[config.mk]
export PLATFORM = sky130hd
export DESIGN_NAME = dsec_ctrl_fsm_flat
export DESIGN_NICKNAME = d
export VERILOG_FILES = /design/src/rtl/dsec_ctrl_fsm_if.sv /design/src/rtl/dsec_ctrl_fsm.sv /design/src/flat_wrapper.sv
export SDC_FILE = /design/constraint.sdc
export NUM_CORES = 1
export LEC_CHECK = 0
export BUFFER_PORTS_ARGS = -buffer_cell sky130_fd_sc_hd__clkbuf_2
export CAP_MARGIN = 30
export CORE_MARGIN = 1.5
export CORE_UTILIZATION = 49
export CTS_BUF_LIST = sky130_fd_sc_hd__clkbuf_4
export DETAILED_ROUTE_END_ITERATION = 7
export PLACE_DENSITY = 0.74
export SLEW_MARGIN = 5
export SYNTH_ARGS = -nofsm -noshare
export SYNTH_HDL_FRONTEND = slang
export SYNTH_SLANG_ARGS = --single-unit
[constraint.sdc]
create_clock -name clk -period 1.85 [get_ports clk]
set_input_delay 0.37 -clock clk [delete_from_list [all_inputs] [get_ports clk]]
set_output_delay 0.37 -clock clk [all_outputs]
set_load 0.05 [all_outputs]
[src/rtl/dsec_ctrl_fsm_if.sv]
// DSEC control bus between the DSEC top level and its control FSM.
// Groups the handshake and control signals:
//   controls from the top    : key_config, in_valid, out_rcvd, comp_rdy, scon_done,
//                              valid_bits, flush_req, err_clr
//   controls from the FSM    : stall, rdy, valid_to_comp, out_valid, dump_comp,
//                              error, error_code, err_cnt
// master = side driving the request/status inputs, slave = the FSM.
interface dsec_ctrl_fsm_if #(
    parameter int VB_W      = 7,
    parameter int ERR_CNT_W = 8
);
    logic                 key_config;
    logic                 in_valid;
    logic                 out_rcvd;
    logic                 comp_rdy;
    logic                 scon_done;
    logic [VB_W-1:0]      valid_bits;
    logic                 flush_req;
    logic                 err_clr;

    logic                 stall;
    logic                 rdy;
    logic                 valid_to_comp;
    logic                 out_valid;
    logic                 dump_comp;
    logic                 error;
    logic [3:0]           error_code;
    logic [ERR_CNT_W-1:0] err_cnt;

    modport master (
        output key_config, in_valid, out_rcvd, comp_rdy, scon_done,
               valid_bits, flush_req, err_clr,
        input  stall, rdy, valid_to_comp, out_valid, dump_comp,
               error, error_code, err_cnt
    );

    modport slave (
        input  key_config, in_valid, out_rcvd, comp_rdy, scon_done,
               valid_bits, flush_req, err_clr,
        output stall, rdy, valid_to_comp, out_valid, dump_comp,
               error, error_code, err_cnt
    );
endinterface

[src/rtl/dsec_ctrl_fsm.sv]
// DSEC control FSM. Generates stall / ready / valid / flush controls for the
// compression and shift-concatenation path, holds an output word until the
// receiver acknowledges it, auto-flushes compressor residue after an idle
// period, and watches for a receiver that never acknowledges.
// Ports:
//   clk  - clock
//   rst  - asynchronous active-high reset
//   bus  - dsec_ctrl_fsm_if.slave (all control inputs and outputs)
// stall, rdy, valid_to_comp are combinational; out_valid, dump_comp, error,
// error_code, err_cnt are registered.
module dsec_ctrl_fsm #(
    parameter int VB_W        = 7,
    parameter int IDLE_FLUSH  = 16,
    parameter int RCV_TIMEOUT = 255,
    parameter int ERR_CNT_W   = 8
) (
    input  logic           clk,
    input  logic           rst,
    dsec_ctrl_fsm_if.slave bus
);
    typedef enum logic [2:0] {S_CFG, S_RUN, S_HOLD, S_FLUSH, S_ERR} state_t;

    localparam int IDL_W    = (IDLE_FLUSH  > 0) ? $clog2(IDLE_FLUSH + 1)  : 1;
    localparam int TMO_W    = (RCV_TIMEOUT > 0) ? $clog2(RCV_TIMEOUT + 1) : 1;
    localparam int TMO_LAST = (RCV_TIMEOUT > 0) ? RCV_TIMEOUT - 1 : 0;

    state_t               state;
    logic [IDL_W-1:0]     idle_cnt;
    logic [TMO_W-1:0]     tmo_cnt;
    logic                 flush_empty;   // FLUSH was entered with no residue
    logic                 out_valid_q;
    logic                 dump_q;
    logic                 err_q;
    logic [3:0]           code_q;
    logic [ERR_CNT_W-1:0] cnt_q;

    logic       stall_c, rdy_c, vb_nz, idle_hit, tmo_hit;
    logic       ev1, ev2, ev3, ev4, any_ev;
    logic [3:0] ev_code;

    always_comb begin
        stall_c  = bus.key_config | (state == S_CFG) | (state == S_ERR)
                 | ((state == S_HOLD) & ~bus.out_rcvd);
        rdy_c    = bus.comp_rdy & ((state == S_RUN) | (state == S_HOLD)) & ~stall_c;
        vb_nz    = |bus.valid_bits;
        idle_hit = (IDLE_FLUSH != 0) && (idle_cnt == IDL_W'(IDLE_FLUSH));
        // Fires on the RCV_TIMEOUT-th consecutive unacknowledged HOLD cycle.
        tmo_hit  = (RCV_TIMEOUT != 0) && (tmo_cnt == TMO_W'(TMO_LAST));

        ev1 = bus.in_valid & ~rdy_c & (state != S_CFG);
        ev2 = (state == S_HOLD) & bus.scon_done & ~bus.out_rcvd;
        ev3 = (state == S_HOLD) & ~bus.out_rcvd & tmo_hit;
        ev4 = (state == S_FLUSH) & bus.flush_req;
        any_ev = ev1 | ev2 | ev3 | ev4;
        // Lowest code wins when several events coincide.
        if (ev1)      ev_code = 4'd1;
        else if (ev2) ev_code = 4'd2;
        else if (ev3) ev_code = 4'd3;
        else if (ev4) ev_code = 4'd4;
        else          ev_code = 4'd0;
    end

    assign bus.stall         = stall_c;
    assign bus.rdy           = rdy_c;
    assign bus.valid_to_comp = bus.in_valid & rdy_c;
    assign bus.out_valid     = out_valid_q;
    assign bus.dump_comp     = dump_q;
    assign bus.error         = err_q;
    assign bus.error_code    = code_q;
    assign bus.err_cnt       = cnt_q;

    always_ff @(posedge clk or posedge rst) begin
        if (rst) begin
            state       <= S_CFG;
            idle_cnt    <= '0;
            tmo_cnt     <= '0;
            flush_empty <= 1'b0;
            out_valid_q <= 1'b0;
            dump_q      <= 1'b0;
            err_q       <= 1'b0;
            code_q      <= '0;
            cnt_q       <= '0;
        end else begin
            // Sticky error capture; a clear in the same cycle as a new event
            // keeps the new event as the first error.
            if (bus.err_clr) begin
                err_q  <= any_ev;
                code_q <= ev_code;
                cnt_q  <= ERR_CNT_W'(any_ev);
            end else if (any_ev) begin
                if (!err_q) begin
                    err_q  <= 1'b1;
                    code_q <= ev_code;
                end
                if (~&cnt_q) cnt_q <= cnt_q + 1'b1;
            end

            if ((state == S_RUN) && !bus.in_valid && vb_nz) begin
                if (idle_cnt != IDL_W'(IDLE_FLUSH)) idle_cnt <= idle_cnt + 1'b1;
            end else begin
                idle_cnt <= '0;
            end

            if ((state == S_HOLD) && !bus.out_rcvd) begin
                if (!tmo_hit) tmo_cnt <= tmo_cnt + 1'b1;
            end else begin
                tmo_cnt <= '0;
            end

            dump_q      <= 1'b0;
            out_valid_q <= 1'b0;

            if (state == S_ERR) begin
                if (bus.err_clr) state <= S_CFG;
            end else if (ev2 | ev3) begin
                state <= S_ERR;
            end else if (bus.key_config) begin
                state <= S_CFG;
            end else begin
                case (state)
                    S_CFG: state <= S_RUN;
                    S_RUN: begin
                        if (bus.scon_done) begin
                            state       <= S_HOLD;
                            out_valid_q <= 1'b1;
                        end else if (bus.flush_req | idle_hit) begin
                            // Residue is sampled as FLUSH is entered, so the
                            // dump pulse lines up with the first FLUSH cycle.
                            state       <= S_FLUSH;
                            dump_q      <= vb_nz;
                            flush_empty <= ~vb_nz;
                        end
                    end
                    S_HOLD: begin
                        // Acknowledge with a new word ready keeps HOLD, no bubble.
                        if (bus.out_rcvd && !bus.scon_done) state <= S_RUN;
                        else out_valid_q <= 1'b1;
                    end
                    S_FLUSH: begin
                        if (flush_empty) begin
                            state <= S_RUN;
                        end else if (bus.scon_done) begin
                            state       <= S_HOLD;
                            out_valid_q <= 1'b1;
                        end
                    end
                    default: state <= S_CFG;
                endcase
            end
        end
    end
endmodule

[src/flat_wrapper.sv]
// flat-port wrapper written by rule: the top's interface ports become plain ports
module dsec_ctrl_fsm_flat 
#(
    parameter int VB_W        = 7,
    parameter int IDLE_FLUSH  = 16,
    parameter int RCV_TIMEOUT = 255,
    parameter int ERR_CNT_W   = 8
)
  (clk, rst, bus_key_config, bus_in_valid, bus_out_rcvd, bus_comp_rdy, bus_scon_done, bus_valid_bits, bus_flush_req, bus_err_clr, bus_stall, bus_rdy, bus_valid_to_comp, bus_out_valid, bus_dump_comp, bus_error, bus_error_code, bus_err_cnt);
  dsec_ctrl_fsm_if #(.VB_W(VB_W), .ERR_CNT_W(ERR_CNT_W)) bus_i ();
  input  logic clk;
  input  logic rst;
  input wire logic [$bits(bus_i.key_config)-1:0] bus_key_config;
  input wire logic [$bits(bus_i.in_valid)-1:0] bus_in_valid;
  input wire logic [$bits(bus_i.out_rcvd)-1:0] bus_out_rcvd;
  input wire logic [$bits(bus_i.comp_rdy)-1:0] bus_comp_rdy;
  input wire logic [$bits(bus_i.scon_done)-1:0] bus_scon_done;
  input wire logic [$bits(bus_i.valid_bits)-1:0] bus_valid_bits;
  input wire logic [$bits(bus_i.flush_req)-1:0] bus_flush_req;
  input wire logic [$bits(bus_i.err_clr)-1:0] bus_err_clr;
  output wire logic [$bits(bus_i.stall)-1:0] bus_stall;
  output wire logic [$bits(bus_i.rdy)-1:0] bus_rdy;
  output wire logic [$bits(bus_i.valid_to_comp)-1:0] bus_valid_to_comp;
  output wire logic [$bits(bus_i.out_valid)-1:0] bus_out_valid;
  output wire logic [$bits(bus_i.dump_comp)-1:0] bus_dump_comp;
  output wire logic [$bits(bus_i.error)-1:0] bus_error;
  output wire logic [$bits(bus_i.error_code)-1:0] bus_error_code;
  output wire logic [$bits(bus_i.err_cnt)-1:0] bus_err_cnt;
  assign bus_i.key_config = bus_key_config;
  assign bus_i.in_valid = bus_in_valid;
  assign bus_i.out_rcvd = bus_out_rcvd;
  assign bus_i.comp_rdy = bus_comp_rdy;
  assign bus_i.scon_done = bus_scon_done;
  assign bus_i.valid_bits = bus_valid_bits;
  assign bus_i.flush_req = bus_flush_req;
  assign bus_i.err_clr = bus_err_clr;
  assign bus_stall = bus_i.stall;
  assign bus_rdy = bus_i.rdy;
  assign bus_valid_to_comp = bus_i.valid_to_comp;
  assign bus_out_valid = bus_i.out_valid;
  assign bus_dump_comp = bus_i.dump_comp;
  assign bus_error = bus_i.error;
  assign bus_error_code = bus_i.error_code;
  assign bus_err_cnt = bus_i.err_cnt;
  dsec_ctrl_fsm #(.VB_W(VB_W), .IDLE_FLUSH(IDLE_FLUSH), .RCV_TIMEOUT(RCV_TIMEOUT), .ERR_CNT_W(ERR_CNT_W)) u_core (.clk(clk), .rst(rst), .bus(bus_i));
endmodule
==> flow_metrics.tcl <==
set metrics [dict create \
    holdWs_ns 0.07944 \
    syn2layout_area_growth_pct 28.22 \
    outcome "finished, violations left" \
    rsz0062_at_grt "true" \
    fin_skew_ns 0.006309 \
    cp.required_ns 1.48 \
    place.gp.congestion 0.8775 \
    synth_ff_type "dfrtp_1" \
    syn_inst 197 \
    totalWireLength_um 4485 \
    busiest_layer "met2" \
    path_clk_slew_ns 0.09 \
    r2r-end "u_core.bus.err_cnt[2]" \
    critPathKind "reg2out" \
    gr-usage-met1 0.2911 \
    cts_made_buffers 5 \
    violations "negative setup slack" \
    synth_top_area_frac 0.4098 \
    layout_setup_ws_ns -0.03979 \
    dr.pass1.iters 5 \
    portBuffers 32 \
    avgSynthCellArea_sq_um 9.609 \
    power.density_mw_per_mm2 906.5 \
    synth_edf_count 0 \
    critPathCaptureType "primary output" \
    std_cell_rows 22 \
    cts_tree "yes" \
    final_nets 276 \
    antenna_left 0 \
    setup-violations-final 4 \
    clkLatencyLatePin_ns 0.34 \
    fin_area_sq_mm 0.002427 \
    max_freq_mhz 529.2 \
    cts.sinks 31 \
    synth.most_common_cell "dfrtp_1" \
    fp.dieH_um 65.16 \
    fp.dieArea_sq_mm 0.004245 \
    placed_area_sq_mm 0.002247 \
    grt_pass1_wl_um 7576 \
    cp.arrival_ns 1.52 \
    reg2reg_depth 7 \
    hold_viol_final 0 \
    ys.warnings.count 0 \
    cpPeakStageDelay_ns 0.44 \
    reg2reg_slack_ns -0.04 \
    power_mw 2.200 \
    grt.total_usage 0.2327 \
    cap_violations 0 \
    crit_chain "and3b_1 -> o211a_4 -> and2_4 -> clkbuf_16" \
    wire_per_inst_um 14.75 \
    clock_path_buffers 2 \
    cpMaxStageDelayCell "dfrtp_2" \
    drt_iter0_markers 89 \
    post-route-period-util 1.022 \
    cts-htree-levels 2 \
    max-vdd-ir-drop_uv 497.2 \
    diodes 0 \
    synth_area_sq_mm 0.001893 \
    reg2reg_from "u_core.state[1]" \
    first_global_vias 1657 \
    grt_start_max_net_pins 32 \
    worstSetupStartpointType "register" \
    ys_ff_latch 31 \
    post-route-drc-count 0 \
    yosys.area.top_type "dfrtp_1" \
    core_sq_mm 0.003689 \
    overflow 0 \
    async_flop_share 1.000 \
    dp_hpwl_um 3167 \
    p_leak_nw 1.092 \
    antenna_found_initial 0 \
    cts_root_buf "clkbuf_4" \
    critPathMaxFanout 5 \
    cts_hold_buf 0 \
    grt_util_met2 0.3802 \
    synth.area.top_cells "dfrtp_1, nor2_1, ha_1, nand3_1, nor2b_1" \
    drive_above_1_share 0.3906 \
    crit_start "u_core.state[1]" \
    synth_cell_type_count 60 \
    syn_nets 218 \
    grtUsageMet3 0.05822 \
    io_pins 34 \
    initial_core_util 0.5132 \
    period_minus_slack_ns 1.890 \
    via_per_inst 5.734 \
    netlist_top_cells_count "dfrtp_1, nor2_1, nand2_1, nand3_1" \
    hold_path.class "in2async" \
    setup_tns_ns -0.1188 \
    synth_seq_area_share 0.4098 \
    slew_viol_final 0 \
    dr_total_vias 1743 \
    die_x_um 65.16 \
]
-- logic make-up after synthesis --
kind of cell | share of synthesized area
and+or+nand+nor | 0.2551
AOI/OAI and AO/OA | 0.1666
DFF | 0.4098
buffers and inverters | 0.05023
xor gates and xnor gates | 0.04164
muxes | 0.04164
adders and majority gates | 0.03305
other | 0.001981
-- per-stage QoR --
stage	setup WS (ns)	std cells	util
2_1_floorplan	-0.01125	197	-
3_3_place_gp	0.05799	290	0.6092
3_5_place_dp	0.01739	290	0.6092
4_1_cts	-0.04138	302	0.6459
5_1_grt	-0.1122	304	0.6581
6_report	-0.03979	304	0.6581
-- area by class of cell --
| type | instances | area (sq um) |
|---|---|---|
| tap | 48 | 60.06 |
| multi-input combinational | 149 | 1092 |
| inverter | 8 | 30.03 |
| sequential | 31 | 785.8 |
| fill | 315 | 1261 |
| clock buffer | 8 | 60.06 |
| timing repair buffer | 60 | 399.1 |
-- worst max-delay path: cells and delay by family, from the launching register on --
family,cells,cell delay [ns]
flops,1,0.44
simple gates,2,0.33
buf+inv,1,0.16
compound gates,1,0.26
-- where the power goes --
group          total (mW)  internal [mW]  switching [mW]
clock               0.414          0.195           0.219
sequential          0.853          0.757          0.0953
combinational       0.933          0.382           0.551
total                2.20           1.33           0.866
-- state kept, by name (all words and copies together) (netlist names) --
| signal | count |
|---|---|
| u_core.bus.error | 1 |
| u_core.state | 3 |
| u_core.flush_empty | 1 |
| u_core.tmo_cnt | 8 |
| u_core.bus.err_cnt | 8 |
| u_core.idle_cnt | 5 |
| u_core.bus.out_valid | 1 |
| u_core.bus.dump_comp | 1 |
| u_core.bus.error_code | 3 |
-- worst max path at each step --
stage,to,slack (ns),cells past startpoint
2_1_floorplan,u_core.bus.err_cnt[2],-0.01,5
3_3_place_gp,u_core.bus.err_cnt[4],0.06,8
3_5_place_dp,u_core.bus.err_cnt[0],0.02,9
4_1_cts,bus_valid_to_comp,-0.04,4
5_1_grt,u_core.bus.err_cnt[2],-0.11,7
6_report,bus_valid_to_comp,-0.04,4
-- timing repair --
action,CTS,global route
setup buffers,4,2
endpoints found under the setup margin,3,14
gates resized for setup,10,11
pin swaps,4,1
-- layer usage --
| layer | vias up | share of wire |
|---|---|---|
| met5 | - | 0 |
| met4 | 0 | 0.019 |
| met1 | 842 | 0.42 |
| li1 | 853 | - |
| met3 | 12 | 0.045 |
| met2 | 36 | 0.51 |
-- cells in the final DEF, fill, tap and decap left out, types with 4 or more instances in the layout --
cell type	instances
a21oi_1	5
dfrtp_1	23
clkbuf_2	29
inv_1	7
nor2b_1	8
buf_4	28
o2111ai_1	4
dfrtp_2	8
nor2_1	20
o21ai_0	5
nand3_1	10
ha_1	4
clkbuf_4	8
xnor2_1	5
nand2_1	10
nor3_1	7
nand4_1	7
xor2_1	4
(Power assumes the default switching activity.)
